**src/rtl/sram_read_scheduler.sv**
```systemverilog
// Round-robin read scheduler for per-queue SRAM FIFOs: grants one queue at a time and
// issues reads with a bounded number outstanding, switching queues only at packet boundaries.
module sram_read_scheduler #(
    parameter int unsigned NUM_QUEUES      = 4,
    parameter int unsigned QUEUE_ID_WIDTH  = 2,
    parameter int unsigned MAX_OUTSTANDING = 8,
    parameter int unsigned OUTST_WIDTH     = 4
) (
    input  logic                      clk,
    input  logic                      reset,
    input  logic                      enable,
    input  logic [NUM_QUEUES-1:0]     queue_enable,
    input  logic [NUM_QUEUES-1:0]     read_empty,
    input  logic                      read_burst_state,
    input  logic                      out_nearly_full,
    input  logic                      read_data_valid,
    input  logic [QUEUE_ID_WIDTH-1:0] read_data_queue_id,
    input  logic                      read_data_last,
    output logic [QUEUE_ID_WIDTH-1:0] read_queue_id,
    output logic                      read_data_ready,
    output logic                      busy,
    output logic [31:0]               pkt_count,
    output logic                      err_sticky
);

    typedef enum logic [1:0] {StIdle, StSelect, StIssue, StDrain} state_e;

    localparam logic [OUTST_WIDTH-1:0]    MaxOutst  = OUTST_WIDTH'(MAX_OUTSTANDING);
    localparam logic [QUEUE_ID_WIDTH-1:0] LastQueue = QUEUE_ID_WIDTH'(NUM_QUEUES - 1);

    state_e                    state_q, state_d;
    logic [QUEUE_ID_WIDTH-1:0] cur_queue_q, cur_queue_d;
    logic [QUEUE_ID_WIDTH-1:0] last_grant_q, last_grant_d;
    logic [OUTST_WIDTH-1:0]    outstanding_q, outstanding_d;
    logic                      mid_pkt_q, mid_pkt_d;
    logic [31:0]               pkt_count_q;
    logic                      err_q;

    logic [NUM_QUEUES-1:0]     eligible;
    logic                      grant_valid;
    logic [QUEUE_ID_WIDTH-1:0] grant_id;
    logic                      cur_empty;
    logic                      ret_last_match;
    logic                      issue;

    function automatic logic [QUEUE_ID_WIDTH-1:0] wrap_id(
        input logic [QUEUE_ID_WIDTH-1:0] base,
        input int unsigned               off
    );
        return QUEUE_ID_WIDTH'((32'(base) + off) % NUM_QUEUES);
    endfunction

    assign eligible       = queue_enable & ~read_empty;
    assign cur_empty      = read_empty[cur_queue_q];
    assign ret_last_match = read_data_valid & read_data_last & (read_data_queue_id == cur_queue_q);

    // First eligible queue strictly after the previous grant, wrapping around.
    always_comb begin
        grant_valid = 1'b0;
        grant_id    = '0;
        for (int unsigned i = 1; i <= NUM_QUEUES; i++) begin
            if (!grant_valid && eligible[wrap_id(last_grant_q, i)]) begin
                grant_valid = 1'b1;
                grant_id    = wrap_id(last_grant_q, i);
            end
        end
    end

    // The cycle carrying the packet's last word is already the hand-off to DRAIN: no issue.
    assign issue = (state_q == StIssue) && !read_burst_state && (outstanding_q < MaxOutst) &&
                   !out_nearly_full && !cur_empty && !ret_last_match;

    always_comb begin
        state_d      = state_q;
        cur_queue_d  = cur_queue_q;
        last_grant_d = last_grant_q;
        case (state_q)
            StIdle: begin
                if (enable) state_d = StSelect;
            end
            StSelect: begin
                if (!enable) begin
                    state_d = StIdle;
                end else if (grant_valid) begin
                    cur_queue_d  = grant_id;
                    last_grant_d = grant_id;
                    state_d      = StIssue;
                end
            end
            StIssue: begin
                if (ret_last_match) begin
                    state_d = StDrain;
                end else if (cur_empty && (outstanding_q == '0) && !mid_pkt_q) begin
                    state_d = StSelect;
                end
            end
            StDrain: begin
                // Over-issued words of the next packet keep us on this queue until it ends.
                if (outstanding_q == '0) state_d = mid_pkt_q ? StIssue : StSelect;
            end
            default: state_d = StIdle;
        endcase
    end

    always_comb begin
        outstanding_d = outstanding_q;
        if (issue && !read_data_valid) begin
            outstanding_d = outstanding_q + OUTST_WIDTH'(1);
        end else if (!issue && read_data_valid && (outstanding_q != '0)) begin
            outstanding_d = outstanding_q - OUTST_WIDTH'(1);
        end
        mid_pkt_d = read_data_valid ? !read_data_last : mid_pkt_q;
    end

    always_ff @(posedge clk) begin
        if (reset) begin
            state_q       <= StIdle;
            cur_queue_q   <= '0;
            last_grant_q  <= LastQueue;
            outstanding_q <= '0;
            mid_pkt_q     <= 1'b0;
            pkt_count_q   <= '0;
            err_q         <= 1'b0;
        end else begin
            state_q       <= state_d;
            cur_queue_q   <= cur_queue_d;
            last_grant_q  <= last_grant_d;
            outstanding_q <= outstanding_d;
            mid_pkt_q     <= mid_pkt_d;
            if (read_data_valid && read_data_last) pkt_count_q <= pkt_count_q + 32'd1;
            if (read_data_valid && ((outstanding_q == '0) || (read_data_queue_id != cur_queue_q))) begin
                err_q <= 1'b1;
            end
        end
    end

    assign read_queue_id   = cur_queue_q;
    assign read_data_ready = issue;
    assign busy            = (state_q != StIdle);
    assign pkt_count       = pkt_count_q;
    assign err_sticky      = err_q;

endmodule

```
**config.mk**
```make
export PLATFORM = sky130hd
export DESIGN_NAME = sram_read_scheduler
export DESIGN_NICKNAME = d
export VERILOG_FILES = /design/src/rtl/sram_read_scheduler.sv
export SDC_FILE = /design/constraint.sdc
export NUM_CORES = 1
export LEC_CHECK = 0
export ABC_AREA = 0
export BUFFER_PORTS_ARGS = -buffer_cell sky130_fd_sc_hd__buf_4
export CAP_MARGIN = 10
export CORE_MARGIN = 2
export CORE_UTILIZATION = 50
export DETAILED_ROUTE_END_ITERATION = 8
export MAX_ROUTING_LAYER = met4
export PLACE_DENSITY_LB_ADDON = 0.12
export SKIP_LAST_GASP = 1
export SYNTH_ARGS = -nofsm -noshare
export SYNTH_HDL_FRONTEND = slang
export SYNTH_SLANG_ARGS = --single-unit
```
**constraint.sdc**
```tcl
create_clock -name clk -period 5 [get_ports clk]
set_input_delay 0.25 -clock clk [delete_from_list [all_inputs] [get_ports clk]]
set_output_delay 0.25 -clock clk [all_outputs]
set_load 0.01 [all_outputs]
```
==> summary.md <==
| Metric | Value |
|---|---|
| Status | `completed` |
| Crit-path max cell delay | `0.59 ns` |
| P_int | `0.635 mW` |
| Wire per inst | `13.5 um` |
| Core ar. | `4350 um^2` |
| Setup TNS | `0 ns` |
| Hold_buf cts | `0` |
| Initial Utilization | `52.0%` |
| Critical path data required time | `5.20 ns` |
| Die Span X | `71.3 um` |
| Post-synthesis compound-gate area fraction | `11.8%` |
| Layout net count | `342` |
| Power share of the combinational group | `23.8%` |
| Total power draw | `0.907 mW` |
| Full die area | `5080 um^2` |
| Top Metal Used | `met4` |
| Worst setup margin | `2.09 ns` |
| Area leader, netlist | `dfxtp_1` |
| Clock power share | `30.6%` |
| Simple-Gate Fraction of Synth Area | `29.5%` |
| Drt pass-1 iters | `4` |
| Initial antenna violation count | `0` |
| Non-Filler Instances | `374` |
| Crit-path max FO | `4` |
| Rows | `24` |
| Syn nets | `292` |
| Area contributors post-synth | `dfxtp_1 39%, nor2_1 6.3%, xnor2_1 5.8%` |
| IO Port Bufs | `53` |
| Slew HR | `59.5%` |
| HPWL after DPL | `3600 um` |
| Max Cap Viol | `0` |
| Ant diodes | `0` |
| Clk buf depth | `2` |
| Area fraction of the dominant cell type after synthesis | `38.9%` |
| PwrDens | `324 nW/um^2` |
| Post-synth EDFFs | `0` |
| Worst hold path class | `input pin to flip-flop` |
| Layout cells sized above 1 | `21.7%` |
| Final worst-path cycle share | `58.2%` |
| Synth Flop Type | `dfxtp_1` |
| Synthesized cell area | `2260 um^2` |
| Vias after detailed routing | `2042` |
| Min Clock Period, post-route | `2.91 ns` |
| Clk_lat worst skew | `0.31 ns` |
| Asr flop ratio synth | `0%` |
| Total grt overflow | `0` |
| Yosys cell types | `48` |
| Adder-cell area share of the yosys netlist | `2.54%` |
| P_leak | `1.10 nW` |
| Worst clock skew | `0.00927 ns` |
| Post-Place Cells | `366` |
| DR iter-0 viols | `91` |
| Vias in the first global route | `1826` |
| Worst path bufs/invs | `1` |
| Number of synthesized register bits | `44` |
| CP delay by family, top | `multiplexers` |
| Sequential share of power | `45.6%` |
| Mux cell area share after synthesis | `2.38%` |
| H-tree depth | `2` |
| Final GP Congestion | `0.774` |
| Die Ht | `71.3 um` |
| Critical path type | `flip-flop to flip-flop` |
| Vias per cell | `5.46` |
| Net Sw Power | `0.272 mW` |
| Switching share of power | `30.0%` |
| # Post-CTS Setup Buffers | `0` |
| Met2 WL | `2400 um` |
| FMAX | `344 MHz` |
| VDD IR-drop max | `0.000197 V` |
| Worst path slowest cell | `mux4_2` |
| CTS tree | `yes` |
| First-pass GRT wire length | `8380 um` |
| Final hold violation count | `0` |
| Layout Area Growth over Synthesis | `23.7%` |
| Post-synthesis xor/xnor area fraction | `11.6%` |
| Combinational family with the most area after synthesis | `simple AND/OR/NAND/NOR gates` |
| Number of remaining DRC errors | `0` |
| Clock Sinks | `44` |
| Clock transition at path regs | `0.09 ns` |
| RSZ-0062 raised after global routing | `false` |
| Met1 Wirelength | `2400 um` |
| Post-Syn Instances | `271` |
| Final setup fails | `0` |
| Post-cts sizing count | `0` |
| Largest net degree at the start of global routing | `46` |
| Critical Path AT | `3.11 ns` |
| Num ports | `54` |
| Final slew viol count | `0` |
| Final Routed Wirelength | `5060 um` |
| Sequential fraction of the synthesis area | `38.9%` |
| CTS Buf Count | `5` |
| Mean Syn Cell Area | `8.36 um^2` |
| CP startpoint kind | `flip-flop` |
| Metal3 WL | `187 um` |
| Worst Max-Slew Pin Slew | `0.604 ns` |
| CP endpoint kind | `flip-flop` |
| Worst-path cell chain | `mux4_2, nor4_1, inv_1, ha_1, a21o_1, a21oi_1, nor2_1, a22oi_1, mux2_2` |
| Total GRT Usage | `21.1%` |
| Pre-CTS WS | `2.11 ns` |
| Yosys warns | `0` |
| Clock root buffer | `clkbuf_8` |
| Filler Cells Inserted | `408` |
| Post-route ant nets | `0` |
-- worst reg2reg max path: stages, from the launching register on --
cell     delay, ns
dfxtp_1       0.41
mux4_2        0.59
nor4_1        0.42
inv_1         0.16
ha_1          0.31
a21o_1        0.18
a21oi_1       0.18
nor2_1        0.06
a22oi_1       0.15
mux2_2        0.35
-- registers in the layout, summed over array words and instances (netlist names) --
name / cells
outstanding_q: 4
state_q: 2
mid_pkt_q: 1
last_grant_q: 2
read_queue_id: 2
pkt_count: 32
err_sticky: 1
-- path summary, 6_finish.rpt --
check                        start          endpoint  slack, ns  cells past startpoint
setup / recovery  read_queue_id[0]  outstanding_q[3]       2.09                      9
hold reg to reg         err_sticky        err_sticky       0.47                      1
setup reg to reg  read_queue_id[0]  outstanding_q[3]       2.09                      9
hold / removal     read_data_valid         mid_pkt_q       0.28                      3
-- Yosys cell counts, drive strengths merged, types with 5 or more instances --
cell    instances
nor2           38
nand3          16
nor4            7
and4            5
and3            7
a21oi          12
nand2b          5
clkbuf          7
inv             9
xnor2          15
nand4           8
nor3            9
dfxtp          44
nand2          20
o21ai           7
and2            5
xor2           15
-- routing by layer --
layer / vias up / GRT usage (%)
met3: 6 / 5.06
met1: 947 / 27.5
met4: 0 / 6.71
met5: - / -
met2: 35 / 32.5
li1: 1054 / -
-- final cells by class --
class | instances | area [um^2] | share of cell area [%]
inverters | 9 | 33.8 | 1.21
multi-input cells | 208 | 1310 | 46.7
repair buffers | 53 | 398 | 14.2
flip-flops and latches | 44 | 881 | 31.4
clock buffers | 5 | 68.8 | 2.46
clock inverters | 3 | 46.3 | 1.65
well taps | 52 | 65.1 | 2.32
-- power by group through the flow --
stage | logic [mW] | clock network, mW | registers, mW
3_3_place_gp | 0.211 | 0 | 0.420
2_1_floorplan | 0.168 | 0 | 0.409
4_1_cts | 0.216 | 0.287 | 0.413
5_1_grt | 0.243 | 0.299 | 0.420
3_5_place_dp | 0.215 | 0 | 0.421
6_report | 0.216 | 0.278 | 0.413
-- metrics by stage --
stage | utilization, % | hold WS [ns] | cell area [um^2]
6_report | 64.3 | 0.276 | 2800
5_1_grt | 64.3 | 0.296 | 2800
4_1_cts | 64.3 | 0.270 | 2800
3_5_place_dp | 61.7 | 0.455 | 2690
3_3_place_gp | 61.7 | 0.452 | 2690
2_1_floorplan | - | 0.467 | 2260
-- cells in the final DEF, fill, tap and decap left out, types with 4 or more instances in the layout --
master    Yosys  routed
nor3_1        8       8
clkbuf_8      0       5
o21ai_0       7       7
xor2_1       15      15
and3_1        6       6
nand2_1      20      20
nand3_1      16      16
and2_1        4       4
buf_4         0      53
dfxtp_1      44      44
and4_1        5       5
nor4_1        7       7
nor2_1       38      38
nand2b_1      5       5
nand4_1       8       8
a21oi_1      12      12
inv_1         9       9
xnor2_1      15      15
-- logic make-up (layout without fill, tap and decap cells) --
logic type / count (synthesis) / count (layout)
xor gates and xnor gates: 30 / 30
AOI/OAI and AO/OA: 40 / 40
DFF: 44 / 44
and+or+nand+nor: 130 / 130
buffers and inverters: 19 / 70
adders and majority gates: 4 / 4
muxes: 4 / 4
Note: power is estimated with default switching activity, not from simulation.
